**src/rtl/add_round_key_ctrl.sv**
```systemverilog
// add_round_key_ctrl
// Registered AES AddRoundKey stage with round sequencing.
// Each accepted beat XORs data_in with key into a one-entry output
// register. A small FSM tracks which round of the current block the
// registered result belongs to. It raises done and ciphertext on the
// final round, and sets a sticky seq_err when a non-first beat arrives
// while no block is open.
//
// Optional feature: define ADD_ROUND_PARITY_EN to add the parity output.
// It carries one even-parity bit per byte of data_out and is registered
// alongside data_out.
//
// Ports
//   clk         : clock, rising edge
//   reset       : asynchronous active-high reset
//   in_valid    : data_in / key / in_first are valid
//   in_ready    : a beat is accepted this cycle (combinational)
//   in_first    : beat is round 0 of a new block
//   data_in     : state entering AddRoundKey
//   key         : round key
//   data_out    : registered data_in ^ key
//   out_valid   : data_out holds an unconsumed result
//   out_ready   : downstream consumes data_out
//   round_idx   : round index of the result in data_out
//   done        : out_valid and round_idx == NUM_ROUNDS
//   ciphertext  : data_out when done, else zero
//   seq_err     : sticky sequencing error, cleared only by reset
//   parity      : (ADD_ROUND_PARITY_EN only) per-byte XOR of data_out

module add_round_key_ctrl #(
   parameter int DATA_W     = 128,
   parameter int NUM_ROUNDS = 10
) (
   input  logic              clk,
   input  logic              reset,
   input  logic              in_valid,
   output logic              in_ready,
   input  logic              in_first,
   input  logic [DATA_W-1:0] data_in,
   input  logic [DATA_W-1:0] key,
   output logic [DATA_W-1:0] data_out,
   output logic              out_valid,
   input  logic              out_ready,
   output logic [3:0]        round_idx,
   output logic              done,
   output logic [DATA_W-1:0] ciphertext,
   output logic              seq_err
`ifdef ADD_ROUND_PARITY_EN
   ,
   output logic [DATA_W/8-1:0] parity
`endif
);

   localparam logic [3:0] LAST_ROUND = 4'(NUM_ROUNDS);

   typedef enum logic [1:0] {
      IDLE = 2'd0,
      RUN  = 2'd1,
      FIN  = 2'd2
   } state_t;

   state_t            state_q, state_d;
   logic [DATA_W-1:0] data_q, data_d;
   logic              valid_q, valid_d;
   logic [3:0]        round_q, round_d;
   logic              err_q, err_d;
   logic              accept;

   // A one-entry output register. It can take a new beat whenever it is
   // empty or is being drained in this same cycle, so streaming needs no
   // bubble.
   assign in_ready = !valid_q || out_ready;
   assign accept   = in_valid && in_ready;

   // Next-state logic for the datapath register and the round sequencer.
   // Everything holds by default. Only an accept or a drain moves anything.
   always_comb begin
      state_d = state_q;
      data_d  = data_q;
      valid_d = valid_q;
      round_d = round_q;
      err_d   = err_q;
      if (accept) begin
         data_d  = data_in ^ key;
         valid_d = 1'b1;
         if (in_first) begin
            // A new block always restarts at round 0 and silently drops any open one.
            round_d = 4'd0;
            state_d = RUN;
         end else begin
            unique case (state_q)
               RUN: begin
                  round_d = round_q + 4'd1;
                  state_d = ((round_q + 4'd1) == LAST_ROUND) ? FIN : RUN;
               end
               default: begin
                  // No open block: the beat still passes through, only the flag records it.
                  err_d = 1'b1;
               end
            endcase
         end
      end else if (valid_q && out_ready) begin
         valid_d = 1'b0;
         if (state_q == FIN) begin
            state_d = IDLE;
         end
      end
   end

   // State register. Reset discards any block in flight at once.
   always_ff @(posedge clk or posedge reset) begin
      if (reset) begin
         state_q <= IDLE;
         data_q  <= '0;
         valid_q <= 1'b0;
         round_q <= 4'd0;
         err_q   <= 1'b0;
      end else begin
         state_q <= state_d;
         data_q  <= data_d;
         valid_q <= valid_d;
         round_q <= round_d;
         err_q   <= err_d;
      end
   end

   assign data_out   = data_q;
   assign out_valid  = valid_q;
   assign round_idx  = round_q;
   assign seq_err    = err_q;
   assign done       = valid_q && (round_q == LAST_ROUND);
   assign ciphertext = done ? data_q : '0;

`ifdef ADD_ROUND_PARITY_EN
   logic [DATA_W/8-1:0] parity_q, parity_d;

   // Parity is computed from the next data value so it stays cycle-aligned with data_out.
   always_comb begin
      parity_d = '0;
      for (int i = 0; i < DATA_W/8; i++) begin
         parity_d[i] = ^data_d[i*8 +: 8];
      end
   end

   // Parity register, reset and updated together with data_out.
   always_ff @(posedge clk or posedge reset) begin
      if (reset) begin
         parity_q <= '0;
      end else begin
         parity_q <= parity_d;
      end
   end

   assign parity = parity_q;
`endif

endmodule
```
**config.mk**
```make
export PLATFORM = sky130hd
export DESIGN_NAME = add_round_key_ctrl
export DESIGN_NICKNAME = d
export VERILOG_FILES = /design/src/rtl/add_round_key_ctrl.sv
export SDC_FILE = /design/constraint.sdc
export NUM_CORES = 1
export LEC_CHECK = 0
export BUFFER_PORTS_ARGS = -buffer_cell sky130_fd_sc_hd__buf_2
export CORE_AREA = 2 2 206 208
export DETAILED_ROUTE_END_ITERATION = 10
export DIE_AREA = 0 0 208 210
export GPL_TIMING_DRIVEN = 0
export PLACE_DENSITY = 0.37
export SKIP_CTS_REPAIR_TIMING = 1
export SLEW_MARGIN = 10
export SYNTH_ARGS = -nofsm -noshare
export SYNTH_HDL_FRONTEND = slang
export SYNTH_SLANG_ARGS = --single-unit
```
**constraint.sdc**
```tcl
create_clock -name clk -period 8.35 [get_ports clk]
set_input_delay 0.4175 -clock clk [delete_from_list [all_inputs] [get_ports clk]]
set_output_delay 0.4175 -clock clk [all_outputs]
set_load 0.01 [all_outputs]
```
* Yosys cells after proc, flatten, opt, wreduce, memory -nomap -nowiden
Cells that the tools add are included.
** Cells by class
- $add $sub $neg :: 1
- Equality and inequality tests :: 5
- Muxes and demuxes :: 11
- Bitwise operators :: 3
- Reduce and logical (&&, ||, !) cells :: 11
** Operator list (count)
- two-way mux 128 bit :: 1
- XOR 128 bit :: 1
- two-way mux 2 bit :: 6
- equality test 4 bit (second input constant) :: 2
- two-way mux 4 bit :: 2
- AND reduction 3 bit :: 2
- nonzero test 2 bit :: 3
- adder 4 x 1 -> 4 bit (second input constant) :: 1
- logical AND 1 bit :: 3
- inequality test 3 x 2 -> 1 bit (second input constant) :: 1
- equality test 2 x 1 -> 1 bit (second input constant) :: 1
- equality test 2 bit (second input constant) :: 1
- two-way mux 1 bit :: 2
- inverter 1 bit :: 2
- AND reduction 2 bit :: 1
- zero test 1 bit :: 1
- logical OR 1 bit :: 1
** Storage, ports and cells
- Register bits :: 136
- Bits of input ports :: 261
- Output and inout bits :: 264
- Word-level logic and storage cells :: 36

* Logic depth before layout (Yosys ltp)
Gate-level depths: netlist of the first run.
- Depth in word-level cells :: 6
- Gate-level depth with buffers :: 7
- Depth with buffers taken out :: 5

* Least setup slack after synthesis of the first run
No wires, ideal clock.
- Kind :: register -> output
- Start :: reg round_q[0] (netlist: round_idx[0])
- End :: out ciphertext[100]
- Arrival time :: 1.383 ns
- Required time :: 7.933 ns
- Slack :: 6.549 ns
- Stages on the path, launching flop included :: 8
- Buffers on the path :: 2
- Cell sequence :: dfrtp_1 -> inv_1 -> ha_1 -> nand2_1 -> nor3_2 -> buf_2 -> clkbuf_2 -> and2_1
** Between the ends
- Cells in the longest elaborated chain, start to end :: 3
** RTL lines
- start: declaration :: RTL line 65 : logic [3:0] round_q, round_d;
- start signal: assignment :: RTL line 122 : round_q <= round_d;
- equality test 4 bit :: RTL line 131 : assign done = valid_q && (round_q == LAST_ROUND);
- logical AND 1 bit :: RTL line 131
- two-way mux 128 bit :: RTL line 132 : assign ciphertext = done ? data_q : '0;
- end: declaration :: RTL line 46 : output logic [DATA_W-1:0] ciphertext,
No other way between the ends.

* Final worst setup path of the first run
- Start :: reg round_q[0] (netlist: round_idx[0])
- End :: out ciphertext[48]
Same word-level chain as after synthesis.

==> impl_metrics.ini, run 1 <==
[worst_setup_path]
cp_num_cells = 8
path_common_cell = buf_2
critical-path-top-delay-family = buffers and inverters
worst-path-buf-inv = 4
critPathCapture = ciphertext[48]
reg2reg_to = data_out[96]
criticalPathCategory = register to output port
worstReg2RegStart = out_valid
cp-startpoint = round_idx[0]
worst_path_cell_with_the_longest_stage_delay = buf_2
critPathRequiredTime_ps = 7930
slowest_delay_ps = 460
cp_data_arrival_time_ps = 2610
rr_worst_depth = 6
critPathLaunchType = register
kind_of_capture_point_of_the_worst_setup_path = output port
r2r_slack_ps = 6660
crit_chain = inv_1, ha_1, nand2_1, nor3_2, buf_2, clkbuf_2, and2_1, buf_2
crit_path_max_fanout = 10

[global_route]
vias_in_the_first_global_route = 7619
antenna_violations_before_repair = 1
globalRouteTotalUtil = 0.138
grt_overflow = 0
grt_first_pass_wirelength_um = 45600
largest_net_degree_at_the_start_of_global_routing = 72

[layout]
post_route_cells_drive_above_1_share = 0.475
finalNetCount = 1553
antenna_cells = 0
synthToLayoutAreaGrowth_pct = 53.3
sequential_cell_area_um2 = 3400
layout_commonest_cell = buf_2
final.fill_count = 4536
most_frequent_cells_in_the_layout = buf_2 (536), a21oi_1 (236), dfrtp_1 (136)
multi_input_comb_area_um2 = 3540
final_design_area_no_fill_um2 = 11200

[die]
floorplan.die_area_um2 = 43700
floorplan.die.height_um = 210
core_um2 = 41500
die-width_um = 208
floorplan.initialDensity = 0.177
std_cell_rows = 75
pin_count = 525

[power]
power_leakage_nw = 5.41
p_per_area_nw_per_um2 = 195
max-vdd-ir-drop_uv = 100

[clocking]
cts_max_level = 4
worst_skew_pair.late_latency_ps = 440
buffer_type_at_the_clock_tree_root = clkbuf_16
cts_tree = yes
path_clk_slew_ps = 60
cts.path.max_buffers = 2
clock_sinks = 136
cts_made_buffers = 17

[routing]
avgViaCountPerCell = 4.00
drt_pass1_iterations = 4
ant_nets = 0
routed_wl_um = 30900
wl_met2_um = 15500
post-route-drc-count = 0
dr_wl_met3_um = 2040
vias = 7360
met1Wirelength_um = 12800
drt_iter0_markers = 267
routed_wire_length_per_instance_um = 16.8
highest-signal-layer = met4

[place]
dpl_cell_area_um2 = 10600
globalplace.congestion = 0.752
post-dp-hpwl_um = 24600
port-buffer-count = 523

[yosys]
netlist-cell-type-count = 33
synthesis.yosys.warnings = 0
synth.cell_area_um2 = 7320
postSynthCellCount = 746
synth_fp_nets = 1010
yosysSeqAreaShare = 0.465
yosys_register_bits = 136
synthesis.area_per_instance_um2 = 9.82

[min_path]
worstHoldPathType = input pin to async pin

[timing]
timing.slew.headroom = 0.624
period_share = 0.363
grt_setup_unrepaired = false
worst-slew-pin-transition_ps = 564
setup_violations = 0
fin_tns_setup_ps = 0
timing.final.hold_violations = 0
period_minus_slack_ps = 3030
max_freq_mhz = 330
final-max-slew-violation-count = 0
worst_clock_skew_ps = 13.8

[job]
max_cap_violations = 0

[status]
result_of_the_run = finished clean
==> through the flow <==
stage | util | total power, mW | instances | worst slack (ps) | hold slack, ps
after floorplan | - | 1.13 | 746 | 4290 | 493
after global placement | 0.256 | 1.44 | 1808 | 2120 | 436
after detailed placement | 0.257 | 1.44 | 1809 | 5680 | 445
after CTS | 0.271 | 2.23 | 1839 | 5180 | 7.03
after global routing | 0.271 | 2.32 | 1839 | 5110 | 21.3
final | 0.271 | 2.18 | 1839 | 5320 | 4.41
==> sequential cells by signal (all words and copies together) (netlist names) <==
signal,flops
data_out,128
state_q,2
round_idx,4
seq_err,1
out_valid,1
==> worst min path at each step <==
stage | slack (ps) | endpoint | cells past startpoint
global placement | 440 | seq_err | 1
finish | 4 | data_out[49] | 2
global route | 20 | data_out[39] | 2
floorplan | 490 | seq_err | 1
detailed placement | 450 | seq_err | 1
CTS | 7 | data_out[39] | 2
==> synthesized netlist by cell type <==
cell type	n	share of area
clkbuf_1	15	0.0077
nor2_1	4	0.0020
ha_1	3	0.0051
buf_4	2	0.0020
and2_4	1	0.0012
nand3_1	2	0.0014
clkbuf_2	12	0.0082
nor3_2	1	0.0014
o31ai_1	1	0.0010
nor3b_1	1	0.0010
nor2b_1	2	0.0017
xnor2_1	128	0.15
and2_1	128	0.11
nand2_1	1	0.00051
a21oi_2	20	0.024
buf_1	4	0.0020
buf_6	13	0.020
o221ai_1	1	0.0012
mux2i_1	2	0.0027
dfrtp_1	136	0.46
nor4bb_1	1	0.0014
a21oi_1	236	0.16
a21o_1	1	0.0010
a311o_1	1	0.0014
o211ai_1	1	0.0010
inv_1	6	0.0031
o2111ai_1	1	0.0012
mux2_2	2	0.0031
a31o_2	1	0.0012
buf_2	13	0.0089
nand2b_1	4	0.0034
o211a_1	1	0.0014
o31a_1	1	0.0012
==> where the power goes <==
part           internal, mW  switching [mW]
clock                 0.472           0.296
sequential            0.770           0.101
combinational         0.245           0.300
==> worst reg2reg max path, delay by kind of cell (launching register included) <==
kind | cells | cell delay, ps
buffers and inverters | 3 | 830
flip-flops | 1 | 420
AND/OR/NAND/NOR | 1 | 110
AO/OA/AOI/OAI | 2 | 250
==> metal layers <==
metal | vias to the layer above | global-route usage
li1 | 3588 | -
met1 | 3399 | 0.163
met2 | 351 | 0.248
met3 | 22 | 0.0352
met4 | 0 | 0.0399
met5 | - | 0
==> cells by family (layout without fill, tap and decap cells) <==
kind of cell	count (synthesis)	count (layout)	share of synthesized area
XOR/XNOR	128	128	0.153
flip-flops	136	136	0.465
AO/OA/AOI/OAI	265	265	0.196
AND/OR/NAND/NOR	145	145	0.123
adder cells (fa/ha/maj)	3	3	0.00513
buffers and inverters	65	619	0.0519
multiplexers	4	4	0.00581
==> layout make-up <==
class | instances | area share
buffer | 59 | 0.0319
clock buffer | 21 | 0.0401
clock inverter | 9 | 0.0113
inverter | 6 | 0.00267
multi-input combinational | 545 | 0.315
sequential | 136 | 0.303
tap | 539 | 0.0601
timing repair buffer | 524 | 0.236
(Power assumes the default switching activity.)
==> run 2: changes to the inputs <==
--- a/config.mk
+++ b/config.mk
@@ -10,7 +10,7 @@
 export DETAILED_ROUTE_END_ITERATION = 10
 export DIE_AREA = 0 0 208 210
 export GPL_TIMING_DRIVEN = 0
-export PLACE_DENSITY = 0.37
+export PLACE_DENSITY = 0.39
 export SKIP_CTS_REPAIR_TIMING = 1
 export SLEW_MARGIN = 10
 export SYNTH_ARGS = -nofsm -noshare
==> constraint.sdc (replaced) <==
create_clock -name clk -period 2.7 [get_ports clk]
set_input_delay 0.135 -clock clk [delete_from_list [all_inputs] [get_ports clk]]
set_output_delay 0.135 -clock clk [all_outputs]
set_load 0.01 [all_outputs]
==> run 2 against run 1 <==
Critical endpoint is now ciphertext[56]. Largest cell class is now buffers. Worst hold slack worse by 11 ps. The flow now finishes with violations (negative hold slack). Non-clock buffer count up 93. Setup slack worse by 5200 ps.
==> impl_metrics.ini, run 2 (synthesis results as in run 1) <==
[status]
result_of_the_run = finished, violations left
failing_checks = negative hold slack

[global_route]
vias_in_the_first_global_route = 7803
globalRouteTotalUtil = 0.143
grt_overflow = 0
antenna_violations_before_repair = 1
largest_net_degree_at_the_start_of_global_routing = 36
grt_first_pass_wirelength_um = 46900

[die]
floorplan.initialDensity = 0.177
pin_count = 525
std_cell_rows = 75
die-width_um = 208
core_um2 = 41500
floorplan.die_area_um2 = 43700
floorplan.die.height_um = 210

[worst_setup_path]
rr_worst_depth = 6
critPathRequiredTime_ps = 2570
criticalPathCategory = register to output port
critPathLaunchType = register
r2r_slack_ps = 1040
worstReg2RegStart = out_valid
kind_of_capture_point_of_the_worst_setup_path = output port
cp_data_arrival_time_ps = 2400
reg2reg_to = data_out[63]
crit_path_max_fanout = 10
cp-startpoint = round_idx[0]

[place]
globalplace.congestion = 0.785
port-buffer-count = 523
post-dp-hpwl_um = 25400
place_ws_ps = 188

[timing]
setup_violations = 0
fin_tns_setup_ps = 0
timing.final.hold_violations = 1
grt_setup_unrepaired = false
period_share = 0.940
worst_clock_skew_ps = 6.50
worst-slew-pin-transition_ps = 584
max_freq_mhz = 394
period_minus_slack_ps = 2540
timing.slew.headroom = 0.611
hold_ws_ps = -7.07
layout_setup_ws_ps = 162
final-max-slew-violation-count = 0

[clocking]
cts_made_buffers = 17
cts.path.max_buffers = 2
buffer_type_at_the_clock_tree_root = clkbuf_16
cts_tree = yes
cts_max_level = 4
path_clk_slew_ps = 60
clock_sinks = 136
worst_skew_pair.late_latency_ps = 430

[layout]
synthToLayoutAreaGrowth_pct = 66.6
finalNetCount = 1646
post_route_cells_drive_above_1_share = 0.446
most_frequent_cells_in_the_layout = buf_2 (535), a21oi_1 (236), dfrtp_1 (136)
number_of_flip_flops_in_the_largest_register = 128
layout_commonest_cell = buf_2

[routing]
routed_wire_length_per_instance_um = 16.8
ant_nets = 0
vias = 7840
drt_pass1_iterations = 4
drt_iter0_markers = 320
routed_wl_um = 32600
avgViaCountPerCell = 4.05
post-route-drc-count = 0

[power]
max-vdd-ir-drop_uv = 339
power_leakage_nw = 5.82
finalPower_mw = 6.91
p_per_area_nw_per_um2 = 566

[min_path]
whs_endpoint = data_out[15]
hp-start = data_in[15]
number_of_stages_on_the_worst_hold_path = 3
worstHoldPathType = input pin to register

[job]
max_cap_violations = 0
## run 2: area by class of cell
| type | count | area, um2 |
|---|---|---|
| clock inverter | 7 | 91.3 |
| multi-input combinational | 545 | 3540 |
| sequential | 136 | 3400 |
| timing repair buffer | 617 | 3600 |
| clock buffer | 25 | 495 |
| fill | 4469 | 29300 |
| antenna | 1 | 2.50 |
| inverter | 6 | 26.3 |
| buffer | 59 | 365 |
| tap | 539 | 674 |
## run 2: layer usage
metal | up-vias | global-route usage | wire (um)
met1 | 3696 | 0.169 | 13300
li1 | 3778 | - | -
met3 | 19 | 0.0359 | 2000
met5 | - | 0 | 0
met4 | 0 | 0.0369 | 397
met2 | 347 | 0.259 | 16800
## run 2: stage by stage
stage          hold slack (ps)  instances  utilization  cell area, um2
4_1_cts                   -254       1844        0.272           11300
6_report                 -7.07       1935        0.294           12200
5_1_grt                  0.273       1935        0.294           12200
3_3_place_gp               432       1808        0.256           10600
3_5_place_dp               236       1812        0.258           10700
2_1_floorplan              327        746            -            7330
## run 2: worst max-delay path by stage
stage                                end  slack [ps]  cells past startpoint
after floorplan              data_out[0]         870                      1
after global placement      data_out[21]        -320                      2
after detailed placement  ciphertext[56]         190                      8
after CTS                 ciphertext[56]        -320                      8
after global routing      ciphertext[56]           3                      8
final                     ciphertext[56]         160                      8
## run 2: where the power goes
group          switching (mW)  internal, mW  leakage [nW]  total [mW]
clock                   0.914          1.46         0.287        2.37
combinational           0.953         0.885          4.03        1.84
sequential              0.322          2.38          1.51        2.70
## run 2: worst max-delay path, stage by stage, from the launching register on
cell      delay [ps]
dfrtp_1          440
inv_1             80
ha_1             140
nand2_1           70
nor3_4           250
buf_6            260
clkbuf_2         320
and2_1           230
buf_2            150
